===== src/rtl/uart_tx_fifo.sv =====
// UART transmitter with an input word FIFO, runtime bit divisor, optional parity and 1/2 stop bits.
// Define UART_TX_BREAK_EN to add the breakReq input and line-break generation.
module uart_tx_fifo #(
  parameter int unsigned DATA_BITS  = 8,
  parameter int unsigned FIFO_DEPTH = 4,
  parameter int unsigned CLK_DIV_W  = 16
) (
  input  logic                        clkTx,
  input  logic                        reset,
  input  logic [DATA_BITS-1:0]        dataIn,
  input  logic                        dataValid,
  output logic                        dataReady,
  input  logic [CLK_DIV_W-1:0]        clkDiv,
  input  logic [1:0]                  parityMode,
  input  logic                        twoStop,
`ifdef UART_TX_BREAK_EN
  input  logic                        breakReq,
`endif
  output logic                        serialOut,
  output logic                        busy,
  output logic [$clog2(FIFO_DEPTH):0] fifoCount
);

  localparam int unsigned PtrW = $clog2(FIFO_DEPTH);
  localparam int unsigned IdxW = $clog2(DATA_BITS);
  localparam logic [PtrW:0]        Full    = (PtrW + 1)'(FIFO_DEPTH);
  localparam logic [PtrW:0]        CntOne  = (PtrW + 1)'(1);
  localparam logic [PtrW-1:0]      PtrOne  = PtrW'(1);
  localparam logic [IdxW-1:0]      IdxOne  = IdxW'(1);
  localparam logic [IdxW-1:0]      LastIdx = IdxW'(DATA_BITS - 1);
  localparam logic [CLK_DIV_W-1:0] DivOne  = CLK_DIV_W'(1);

  typedef enum logic [2:0] {
    StIdle, StStart, StData, StParity, StStop
`ifdef UART_TX_BREAK_EN
    , StBreak, StMark
`endif
  } state_e;

  // FIFO storage is not reset; the pointers and count define its contents.
  logic [DATA_BITS-1:0] mem_q [FIFO_DEPTH];
  logic [PtrW-1:0]      wr_ptr_q, rd_ptr_q;
  logic [PtrW:0]        count_q, count_d;
  logic                 push, pop;

  state_e               state_q, state_d;
  logic [DATA_BITS-1:0] word_q, word_d;
  logic [CLK_DIV_W-1:0] div_q, div_d, cnt_q, cnt_d, div_eff;
  logic [1:0]           par_q, par_d;
  logic                 two_q, two_d, stop2_q, stop2_d, ser_q, ser_d;
  logic [IdxW-1:0]      idx_q, idx_d;
  logic                 bit_end, decide;

  assign dataReady = (count_q != Full);
  assign push      = dataValid & dataReady;
  assign fifoCount = count_q;
  assign serialOut = ser_q;
  assign busy      = (state_q != StIdle);
  assign div_eff   = (clkDiv == '0) ? DivOne : clkDiv;
  assign bit_end   = (cnt_q == div_q - DivOne);

  always_comb begin
    count_d = count_q;
    if (push && !pop) begin
      count_d = count_q + CntOne;
    end else if (pop && !push) begin
      count_d = count_q - CntOne;
    end
  end

  always_comb begin
    state_d = state_q;
    ser_d   = ser_q;
    cnt_d   = bit_end ? '0 : cnt_q + DivOne;
    idx_d   = idx_q;
    stop2_d = stop2_q;
    word_d  = word_q;
    div_d   = div_q;
    par_d   = par_q;
    two_d   = two_q;
    pop     = 1'b0;
    decide  = 1'b0;
    case (state_q)
      StIdle: begin
        cnt_d  = '0;
        decide = 1'b1;
      end
      StStart: begin
        if (bit_end) begin
          state_d = StData;
          idx_d   = '0;
          ser_d   = word_q[0];
        end
      end
      StData: begin
        if (bit_end) begin
          if (idx_q != LastIdx) begin
            idx_d = idx_q + IdxOne;
            ser_d = word_q[idx_q + IdxOne];
          end else if (par_q == 2'b01 || par_q == 2'b10) begin
            state_d = StParity;
            ser_d   = (par_q == 2'b01) ? ~^word_q : ^word_q;
          end else begin
            state_d = StStop;
            ser_d   = 1'b1;
            stop2_d = 1'b0;
          end
        end
      end
      StParity: begin
        if (bit_end) begin
          state_d = StStop;
          ser_d   = 1'b1;
          stop2_d = 1'b0;
        end
      end
      StStop: begin
        if (bit_end) begin
          if (two_q && !stop2_q) begin
            stop2_d = 1'b1;
          end else begin
            decide = 1'b1;
          end
        end
      end
`ifdef UART_TX_BREAK_EN
      StBreak: begin
        cnt_d = '0;
        if (!breakReq) begin
          state_d = StMark;
          ser_d   = 1'b1;
          div_d   = div_eff;
        end
      end
      StMark: begin
        if (bit_end) begin
          decide = 1'b1;
        end
      end
`endif
      default: state_d = StIdle;
    endcase

    // Break wins over queued data; after mark-after-break only the data decision applies.
    if (decide) begin
`ifdef UART_TX_BREAK_EN
      if (breakReq && state_q != StMark) begin
        state_d = StBreak;
        ser_d   = 1'b0;
      end else
`endif
      if (count_q != '0) begin
        pop     = 1'b1;
        state_d = StStart;
        ser_d   = 1'b0;
        cnt_d   = '0;
        stop2_d = 1'b0;
        word_d  = mem_q[rd_ptr_q];
        div_d   = div_eff;
        par_d   = parityMode;
        two_d   = twoStop;
      end else begin
        state_d = StIdle;
        ser_d   = 1'b1;
      end
    end
  end

  always_ff @(posedge clkTx) begin
    if (push) begin
      mem_q[wr_ptr_q] <= dataIn;
    end
  end

  always_ff @(posedge clkTx or negedge reset) begin
    if (!reset) begin
      wr_ptr_q <= '0;
      rd_ptr_q <= '0;
      count_q  <= '0;
      state_q  <= StIdle;
      ser_q    <= 1'b1;
      cnt_q    <= '0;
      idx_q    <= '0;
      stop2_q  <= 1'b0;
      word_q   <= '0;
      div_q    <= DivOne;
      par_q    <= 2'b00;
      two_q    <= 1'b0;
    end else begin
      if (push) begin
        wr_ptr_q <= wr_ptr_q + PtrOne;
      end
      if (pop) begin
        rd_ptr_q <= rd_ptr_q + PtrOne;
      end
      count_q <= count_d;
      state_q <= state_d;
      ser_q   <= ser_d;
      cnt_q   <= cnt_d;
      idx_q   <= idx_d;
      stop2_q <= stop2_d;
      word_q  <= word_d;
      div_q   <= div_d;
      par_q   <= par_d;
      two_q   <= two_d;
    end
  end

endmodule


===== config.mk =====
export PLATFORM = sky130hd
export DESIGN_NAME = uart_tx_fifo
export DESIGN_NICKNAME = d
export VERILOG_FILES = /design/src/rtl/uart_tx_fifo.sv
export SDC_FILE = /design/constraint.sdc
export NUM_CORES = 1
export LEC_CHECK = 0
export BUFFER_PORTS_ARGS = -buffer_cell sky130_fd_sc_hd__buf_2
export CELL_PAD_IN_SITES_DETAIL_PLACEMENT = 1
export CELL_PAD_IN_SITES_GLOBAL_PLACEMENT = 2
export CORE_MARGIN = 5
export CORE_UTILIZATION = 44
export CTS_CLUSTER_SIZE = 14
export DETAILED_ROUTE_END_ITERATION = 10
export PLACE_DENSITY_LB_ADDON = 0.1
export SLEW_MARGIN = 20
export SYNTH_ARGS = -nofsm -noshare
export SYNTH_HDL_FRONTEND = slang
export SYNTH_SLANG_ARGS = --single-unit
export TNS_END_PERCENT = 10

===== constraint.sdc =====
create_clock -name clkTx -period 9.55 [get_ports clkTx]
set_input_delay 0 -clock clkTx [delete_from_list [all_inputs] [get_ports clkTx]]
set_output_delay 0 -clock clkTx [all_outputs]
set_load 0.02 [all_outputs]

Word level (Yosys, flattened, before mapping)

Memory sizes are Yosys's and may differ from the RTL's. A register that Yosys moved wholly into a read port is not among the register bits.
Cells that the tools add are included.

Register bits after elaboration: 50
RAM bits: 32
Bits of input ports: 30
Output and inout bits: 6
Logic and storage cells: 106
Memories: 1

Add/sub/neg operators: 7
Order comparisons: 1
Equality and inequality tests: 17
Muxes and demuxes: 46
Bitwise operators: 1
Reductions and logical operators: 22

Memory list:

| name  | depth | width | rd ports | clocked after Yosys merged registers in | write ports | RTL line | RTL |
|---|---|---|---|---|---|---|---|
| mem_q | 4     | 8     | 1        | 1                                       | 1           | 41       | `logic [DATA_BITS-1:0] mem_q [FIFO_DEPTH];` |

Operators by type and width:

| cell                                                                  | count |
|---|---|
| 16-bit two-way mux                                                    | 5 |
| 3-bit two-way mux                                                     | 11 |
| 1-bit two-way mux                                                     | 24 |
| 3-bit inequality test, second input constant                          | 6 |
| 16-bit by 1-bit adder with 16-bit output, second input constant       | 1 |
| 16-bit equality test                                                  | 1 |
| 16-bit zero test                                                      | 1 |
| 16-bit by 1-bit subtractor with 16-bit output, second input constant  | 1 |
| 3-bit one-hot mux with 4 select lines                                 | 1 |
| 4-bit AND reduction                                                   | 2 |
| 8-bit XNOR reduction                                                  | 1 |
| 8-bit parity                                                          | 1 |
| 3-bit by 1-bit adder with 3-bit output, second input constant         | 2 |
| 3-bit by 2-bit equality test with 1-bit output, second input constant | 2 |
| 2-bit inequality test, second input constant                          | 3 |
| 1-bit one-hot mux with 3 select lines                                 | 2 |
| 3-bit one-hot mux with 2 select lines                                 | 1 |
| 3-bit nonzero test                                                    | 2 |
| 5-bit AND reduction                                                   | 1 |
| 2-bit by 1-bit adder with 2-bit output, second input constant         | 2 |
| 1-bit zero test                                                       | 4 |
| 3-bit by 4-bit < comparator with 1-bit output, second input constant  | 1 |
| 2-bit nonzero test                                                    | 2 |
| 4-bit nonzero test                                                    | 1 |
| 14 further kinds                                                      | 16 |

Longest topological paths before layout

Gate-level depths: netlist of the first run.

Depth in word-level cells: 9
Depth in mapped cells: 17

Worst setup path after synthesis of the first run

No wires, ideal clock.

Path type: register -> register
From: register div_q[0]
To: register count_q[1], in the netlist fifoCount[1]
Library setup time: 0.125 ns
Arrival time: 3.601 ns
Required time: 9.425 ns
Setup slack: 5.824 ns
Cell stages (with the launch flop): 15
Buffers on the path: 1
Cell sequence: dfstp_2 inv_1 ha_1 nor2b_1 or4_1 a211oi_1 a311oi_1 o31a_1 nor4_2 buf_4 inv_2 ha_1 inv_1 fa_1 mux2_2

Word-level cells in the longest chain between the ends: 8
Elaborated cells on any way between the ends: 10

Ends and longest elaborated chain:

| what                                          | RTL line | RTL |
|---|---|---|
| from (decl)                                   | 48       | `logic [CLK_DIV_W-1:0] div_q, div_d, cnt_q, cnt_d, div_eff;` |
| from (signal assigned)                        | 186      | `div_q <= DivOne;` |
| from (signal assigned)                        | 203      | `div_q <= div_d;` |
| 16-bit by 1-bit subtractor with 16-bit output | 60       | `assign bit_end = (cnt_q == div_q - DivOne);` |
| 16-bit equality test                          | 60       |  |
| 1-bit two-way mux                             | 118      | `if (bit_end) begin` |
| 1-bit one-hot mux with 2 select lines         | 83       | `case (state_q)` |
| 1-bit two-way mux                             | 145      | `if (decide) begin` |
| 1-bit zero test                               | 64       | `if (push && !pop) begin` |
| 1-bit logical AND                             | 64       |  |
| 3-bit two-way mux                             | 64       |  |
| via count_d[1]                                | 43       | `logic [PtrW:0] count_q, count_d;` |
| to (signal assigned)                          | 196      | `count_q <= count_d;` |
| to (decl)                                     | 43       |  |

The timed path passes the listed nets, and every way through them passes these cells.
A chain may end at the register's enable or synchronous reset.

Final worst setup path of the first run

From: register div_q[6]
To: register count_q[1], in the netlist fifoCount[1]

Same word-level chain as after synthesis.

==> metrics, run 1 <==
Initial DRT Pass Iterations 4; wire per inst 18.3 µm; number of antenna diodes 0; Comb pwr share 0.202; final worst-path cycle share 0.398; TritonCTS Buffers 9; routability congestion estimate 0.876; post-synthesis cell area 4570 µm²; HP Class in -> reg; slew of the pin with the lowest slew margin 756 ps; Final Non-Filler Cells 578; Initial Util 0.447; post-synthesis xor/xnor area fraction 0.0939; Leak 0.00213 µW; total track usage 0.182; TNS Setup 0 ps; Multi-input gate area 2070 µm²; Synth Flop Type dfrtp_1; Die Y-Extent 112 µm; area growth from synthesis to layout 17.3%; Setup-failing EPs final 0; Starting DRT DRC Count 125; Sequential Power Share 0.535; Filler cells 1,083; main combinational cell family by area after synthesis simple AND/OR/NAND/NOR gates; area share of the largest cell type after synthesis 0.307; sequential share of the synthesized area 0.528; Final nets 478; Inst Count DP 534; Syn Inst Count 371; clock buffer depth 2; CTS tree built; synth unique cells 54; switching power 301 µW; Slew Limit Fails 0; Synth area leader dfrtp_1; startpoint types register; Sw Ratio 0.315; max-cap violations 0; Overflow after GRT 0; Worst Path Required 9820 ps; RSZ-0062 raised after global routing false; peak supply drop 0.000105 V; most common cell in the netlist dfrtp_1; register area 2410 µm²; worst path arrival time 4070 ps; post-synthesis mux area share 0.128; Post-Synth Adder-Cell Area 0.0318; Layout Skew 14.5 ps; core area 10,200 µm²; Final Core Density 0.524; Synth Area per Inst 12.3 µm²; root buffer cell clkbuf_8; slew margin rel. 0.496; first-pass GRT wire length 18,000 µm; Crit. End Element register; Power Density 178 nW/µm²; Max Freq 0.263 GHz; clock group share of total power 0.263; Synth Area in Compound Gates 0.0597; P_int 655 µW; Post-synth top cells dfrtp_1 (56), edfxtp_1 (32), xnor2_1 (30); HPWL Detailed 7730 µm; initial antenna violation count 0; async set or reset register ratio after synthesis 0.644; largest net degree at the start of global routing 59; DRC Markers 0; CP Max Fanout 8; Die Footprint 12,500 µm²; Synth Area in Simple Gates 0.139; Syn. warnings 0; clock-pin slew on the worst setup and hold paths 100 ps; Top Ports 36; DRT Wirelength 10,600 µm; fin area 5360 µm²; Die Wd 112 µm; Worst-Skew Late Latency 370 ps; synthesized net count 412; outcome finished, final reports clean; CTS resizes 0; Post-synth EDFFs 32; vias per cell 5.39; input/output buffers 35; detailed-route via count 3,114; min Tclk post-route 3800 ps; critical setup path kind reg -> reg; CTS Sinks 90; top post-synthesis cells by area dfrtp_1 (31%), edfxtp_1 (21%), mux2_1 (7.1%); layout cells sized above 1 0.167; Final Hold Vio Count 0; number of global-route vias before repair 3,310; Row Count 37; flop and latch count out of synthesis 90; antenna-violating nets left 0; H-tree Lvls 3; Placed Area 4890 µm²
-- per-stage QoR --
step                setup WS [ps]  power (µW)  hold slack, ps
finish                       5750         955             185
global route                 5420        1010             189
CTS                          5730         967             168
detailed placement           5740         706             204
global placement             5900         694             207
floorplan                    5820         635            -296
-- kinds of logic after synthesis --
family                     count (synthesis)
xor gates and xnor gates                  49
adders and majority gates                 11
buffers and inverters                     21
and+or+nand+nor                          120
muxes                                     42
AOI/OAI and AO/OA                         38
DFF                                       90
-- layout make-up --
class,count,share of cell area
inverters,10,0.00700
clock inverters,6,0.00887
clock buffers,10,0.0257
well taps,136,0.0318
flip-flops and latches,90,0.451
multi-input cells,260,0.387
repair buffers,66,0.0892
-- timing repair --
item | CTS | global route
hold endpoints to repair | 107 | 0
buffers inserted | 0 | 0
hold buffers | 28 | 0
-- power groups by stage --
stage	Clock (µW)	Sequential (µW)	Combinational [µW]
floorplan	0	511	125
global placement	0	515	179
detailed placement	0	520	186
CTS	257	512	197
global route	275	520	217
finish	251	511	193
-- critical path, cell delays in order (launching register included) --
cell      delay, ps
dfrtp_1         470
nor3_1          480
and3_1          290
mux2_2          350
o211ai_1        230
nand4_1         170
o31a_1          400
nor4_4          260
inv_2            80
ha_1            210
inv_1            70
fa_1            420
mux2_2          270
-- layer usage --
metal	vias up	routed length [µm]	GRT usage
li1	1493	-	-
met1	1562	5340	0.271
met2	48	4750	0.270
met3	11	342	0.0364
met4	0	135	0.0519
met5	-	0	0
-- final timing paths --
kind / start / to / slack, ps / cells after the start
setup / recovery: div_q[6] / fifoCount[1] / 5750 / 12
hold / removal: dataValid / wr_ptr_q[0] / 190 / 3
setup reg to reg: div_q[6] / fifoCount[1] / 5750 / 12
hold reg to reg: par_q[1] / par_q[1] / 510 / 1
max in group asynchronous: reset / wr_ptr_q[0] / 8740 / 3
min in group asynchronous: reset / idx_q[1] / 310 / 3
-- sequential cells by signal, summed over array words and instances (netlist names), 2 cells and up --
signal	flops
rd_ptr_q	2
state_q	3
idx_q	3
par_q	2
mem_q	32
wr_ptr_q	2
fifoCount	3
div_q	16
cnt_q	16
word_q	8
-- cell usage in the layout (no fill, tap or decap), types with 19 or more instances in the layout --
cell and instances:
edfxtp_1 32, xor2_1 19, dlygate4sd3_1 28, mux2_1 29
nand2_1 23, dfrtp_1 56, buf_2 35, xnor2_1 30
nor2_1 28
(Power assumes the default switching activity.)
==> run 2, diff against run 1 <==
--- a/config.mk
+++ b/config.mk
@@ -5,11 +5,12 @@
 export SDC_FILE = /design/constraint.sdc
 export NUM_CORES = 1
 export LEC_CHECK = 0
+export ABC_AREA = 1
 export BUFFER_PORTS_ARGS = -buffer_cell sky130_fd_sc_hd__buf_2
 export CELL_PAD_IN_SITES_DETAIL_PLACEMENT = 1
 export CELL_PAD_IN_SITES_GLOBAL_PLACEMENT = 2
 export CORE_MARGIN = 5
-export CORE_UTILIZATION = 44
+export CORE_UTILIZATION = 33
 export CTS_CLUSTER_SIZE = 14
 export DETAILED_ROUTE_END_ITERATION = 10
 export PLACE_DENSITY_LB_ADDON = 0.1
==> constraint.sdc (replaced) <==
create_clock -name clkTx -period 3.1 [get_ports clkTx]
set_input_delay 0 -clock clkTx [delete_from_list [all_inputs] [get_ports clkTx]]
set_output_delay 0 -clock clkTx [all_outputs]
set_load 0.02 [all_outputs]
==> metrics, run 2 <==
detailed-route via count 4,234 (+36%); post-synthesis xor/xnor area fraction 0.0456 (-0.0483); main combinational cell family by area after synthesis simple AND/OR/NAND/NOR gates; core area 15,000 µm² (+47%); top post-synthesis cells by area dfrtp_1 (28%), edfxtp_1 (19%), nand2_1 (17%); Setup-failing EPs final 0 (unchanged); Slew Limit Fails 0 (unchanged); largest net degree at the start of global routing 44 (-25%); antenna-violating nets left 0 (unchanged); top flop regs mem_q x32, cnt_q x16, div_q x16; Post-synth EDFFs 32 (unchanged); routability congestion estimate 0.837 (-4.4%); Post-synth top cells nand2_1 (232), nor2_1 (69), inv_1 (68); Final nets 747 (+56%); Starting DRT DRC Count 216 (+73%); worst path arrival time 3110 ps (-960 ps); RSZ-0062 raised after global routing false; Initial Util 0.332 (-0.115); number of global-route vias before repair 4,530 (+37%); slew margin rel. 0.443 (-0.0527); Synth area leader dfrtp_1; clock-pin slew on the worst setup and hold paths 70 ps (-30 ps); root buffer cell clkbuf_16; H-tree Lvls 3 (unchanged); total track usage 0.161 (-0.0213); post-synthesis mux area share 0.00226 (-0.126); DRC Markers 0 (unchanged); synth unique cells 36 (-33%); Overflow after GRT 0 (unchanged); DRT Wirelength 13,500 µm (+28%); TritonCTS Buffers 9 (unchanged); outcome finished, final reports clean; HP Class in -> reg; Power Density 974 nW/µm² (+450%); Final Core Density 0.401 (-0.123); layout cells sized above 1 0.118 (-0.0493); Largest register FFs 32 (unchanged); final worst-path cycle share 0.927 (+0.529); Die Wd 133 µm (+19%); Synth Area in Simple Gates 0.307 (+0.168); Layout Skew 10.3 ps (-4.18 ps); Initial DRT Pass Iterations 4 (unchanged); Worst Path Required 3340 ps (-6480 ps); Die Y-Extent 133 µm (+19%); most common cell in the netlist nand2_1; most frequent cells in the layout nand2_1 (231), inv_1 (67), nor2_1 (67), dfrtp_1 (56), buf_2 (35); most common cell after layout, fill and taps aside nand2_1; area share of the largest cell type after synthesis 0.281 (-0.0259); initial antenna violation count 0 (unchanged); min Tclk post-route 2870 ps (-925 ps); sequential share of the synthesized area 0.484 (-0.0446); area growth from synthesis to layout 20.8%; post-synthesis cell area 4990 µm² (+9.2%); peak supply drop 0.000508 V (+380%); startpoint types register; Die Footprint 17,700 µm² (+41%); Synth Flop Type dfrtp_1; pre-CTS WS 94.8 ps (-5650 ps); Top Ports 36 (unchanged); number of antenna diodes 0 (unchanged); Row Count 45 (+22%); Synth Area in Compound Gates 0.0662 (+0.00649); Crit. End Element register; Max Freq 0.348 GHz (+32%); Final Hold Vio Count 0 (unchanged); Syn. warnings 0 (unchanged); PnR worst setup slack 226 ps (-5530 ps); Inst Count DP 855 (+60%); wire per inst 15.0 µm (-18%); first-pass GRT wire length 22,700 µm (+26%); clock buffer depth 2 (unchanged); CP Max Fanout 4 (-4); HPWL Detailed 10,300 µm (+33%); Leak 0.00281 µW (+32%); critical setup path kind reg -> reg; flop and latch count out of synthesis 90 (unchanged); input/output buffers 35 (unchanged); max-cap violations 0 (unchanged); CTS Sinks 90 (unchanged); Syn Inst Count 633 (+71%); async set or reset register ratio after synthesis 0.644 (unchanged); slew of the pin with the lowest slew margin 832 ps (+76.0 ps); CTS tree built; TNS Setup 0 ps (unchanged); Final Non-Filler Cells 899 (+56%); Worst-Skew Late Latency 350 ps (-20 ps); vias per cell 4.71 (-13%); Synth Area per Inst 7.88 µm² (-36%); Post-Synth Adder-Cell Area 0.0291 (-0.00268); Biggest register mem_q; synthesized net count 674 (+64%)
-- run 2: cell count changes in the layout (fill, tap and decap cells not counted), moves of 10 or more --
cell,before,now
mux4_2,10,0
nor2_1,28,67
xnor2_1,30,12
a21oi_1,8,21
mux2_1,29,0
nand3_1,12,30
clkbuf_8,10,0
nand2_1,23,231
inv_1,9,67
and3_1,12,0
-- run 2: worst max-delay path, cell delays in order (launching register included) --
cell	delay [ps]
dfstp_2	560
inv_1	60
ha_2	200
nand2_1	90
nor2_1	60
nand2_1	90
nand2_1	50
nand2_1	80
nand2_1	70
nor2_2	110
nand2_2	70
nor2_4	150
nand3_4	100
nand2_4	100
nand2_4	50
ha_1	180
inv_2	70
fa_1	400
mux2_2	260
-- run 2: cells by family after synthesis --
logic type | after synthesis
xor gates and xnor gates | 26
AOI/OAI and AO/OA | 56
muxes | 1
adders and majority gates | 11
buffers and inverters | 81
and+or+nand+nor | 368
DFF | 90
-- run 2: final timing paths --
check                           startpoint      endpoint  slack (ps)  cells past startpoint
max in group asynchronous            reset     serialOut        2090                      3
worst min register to register   serialOut     serialOut         490                      2
worst max register to register    div_q[0]  fifoCount[1]         230                     18
worst max-delay path              div_q[0]  fifoCount[1]         230                     18
min in group asynchronous            reset      div_q[3]         220                      2
worst min-delay path             dataValid   wr_ptr_q[0]          50                      3
-- run 2: stage by stage --
step           power [µW]  hold WS, ps  cell area [µm²]
6_report             5870         46.8             6030
5_1_grt              6450         94.1             6030
4_1_cts              5960         44.2             6000
3_5_place_dp         4760         73.0             5410
3_3_place_gp         4660         72.1             5410
2_1_floorplan        3950         -296             4990
-- run 2: cell type report --
type	instances	area, µm²
clock inverter	7	82.6
inverter	70	268
timing repair buffer	73	531
tap	188	235
clock buffer	9	225
fill	1824	9000
sequential	90	2410
multi-input combinational	462	2270
-- run 2: timing repair --
action,in CTS,in global routing
resized for setup,0,8
setup buffers,0,0
endpoints found under the setup margin,0,2
hold endpoints to repair,76,0
hold buffers,28,0
-- run 2: metal layers --
layer	GRT usage	up-vias	wire (µm)
met3	0.0274	11	230
met4	0.0473	0	178
met2	0.290	28	6960
met5	0	-	0
met1	0.196	2026	6120
li1	-	2169	-
-- run 2: where the power goes --
part | internal (µW) | switching [µW] | total (µW)
combinational | 980 | 1760 | 2740
sequential | 1620 | 351 | 1970
clock | 641 | 515 | 1160
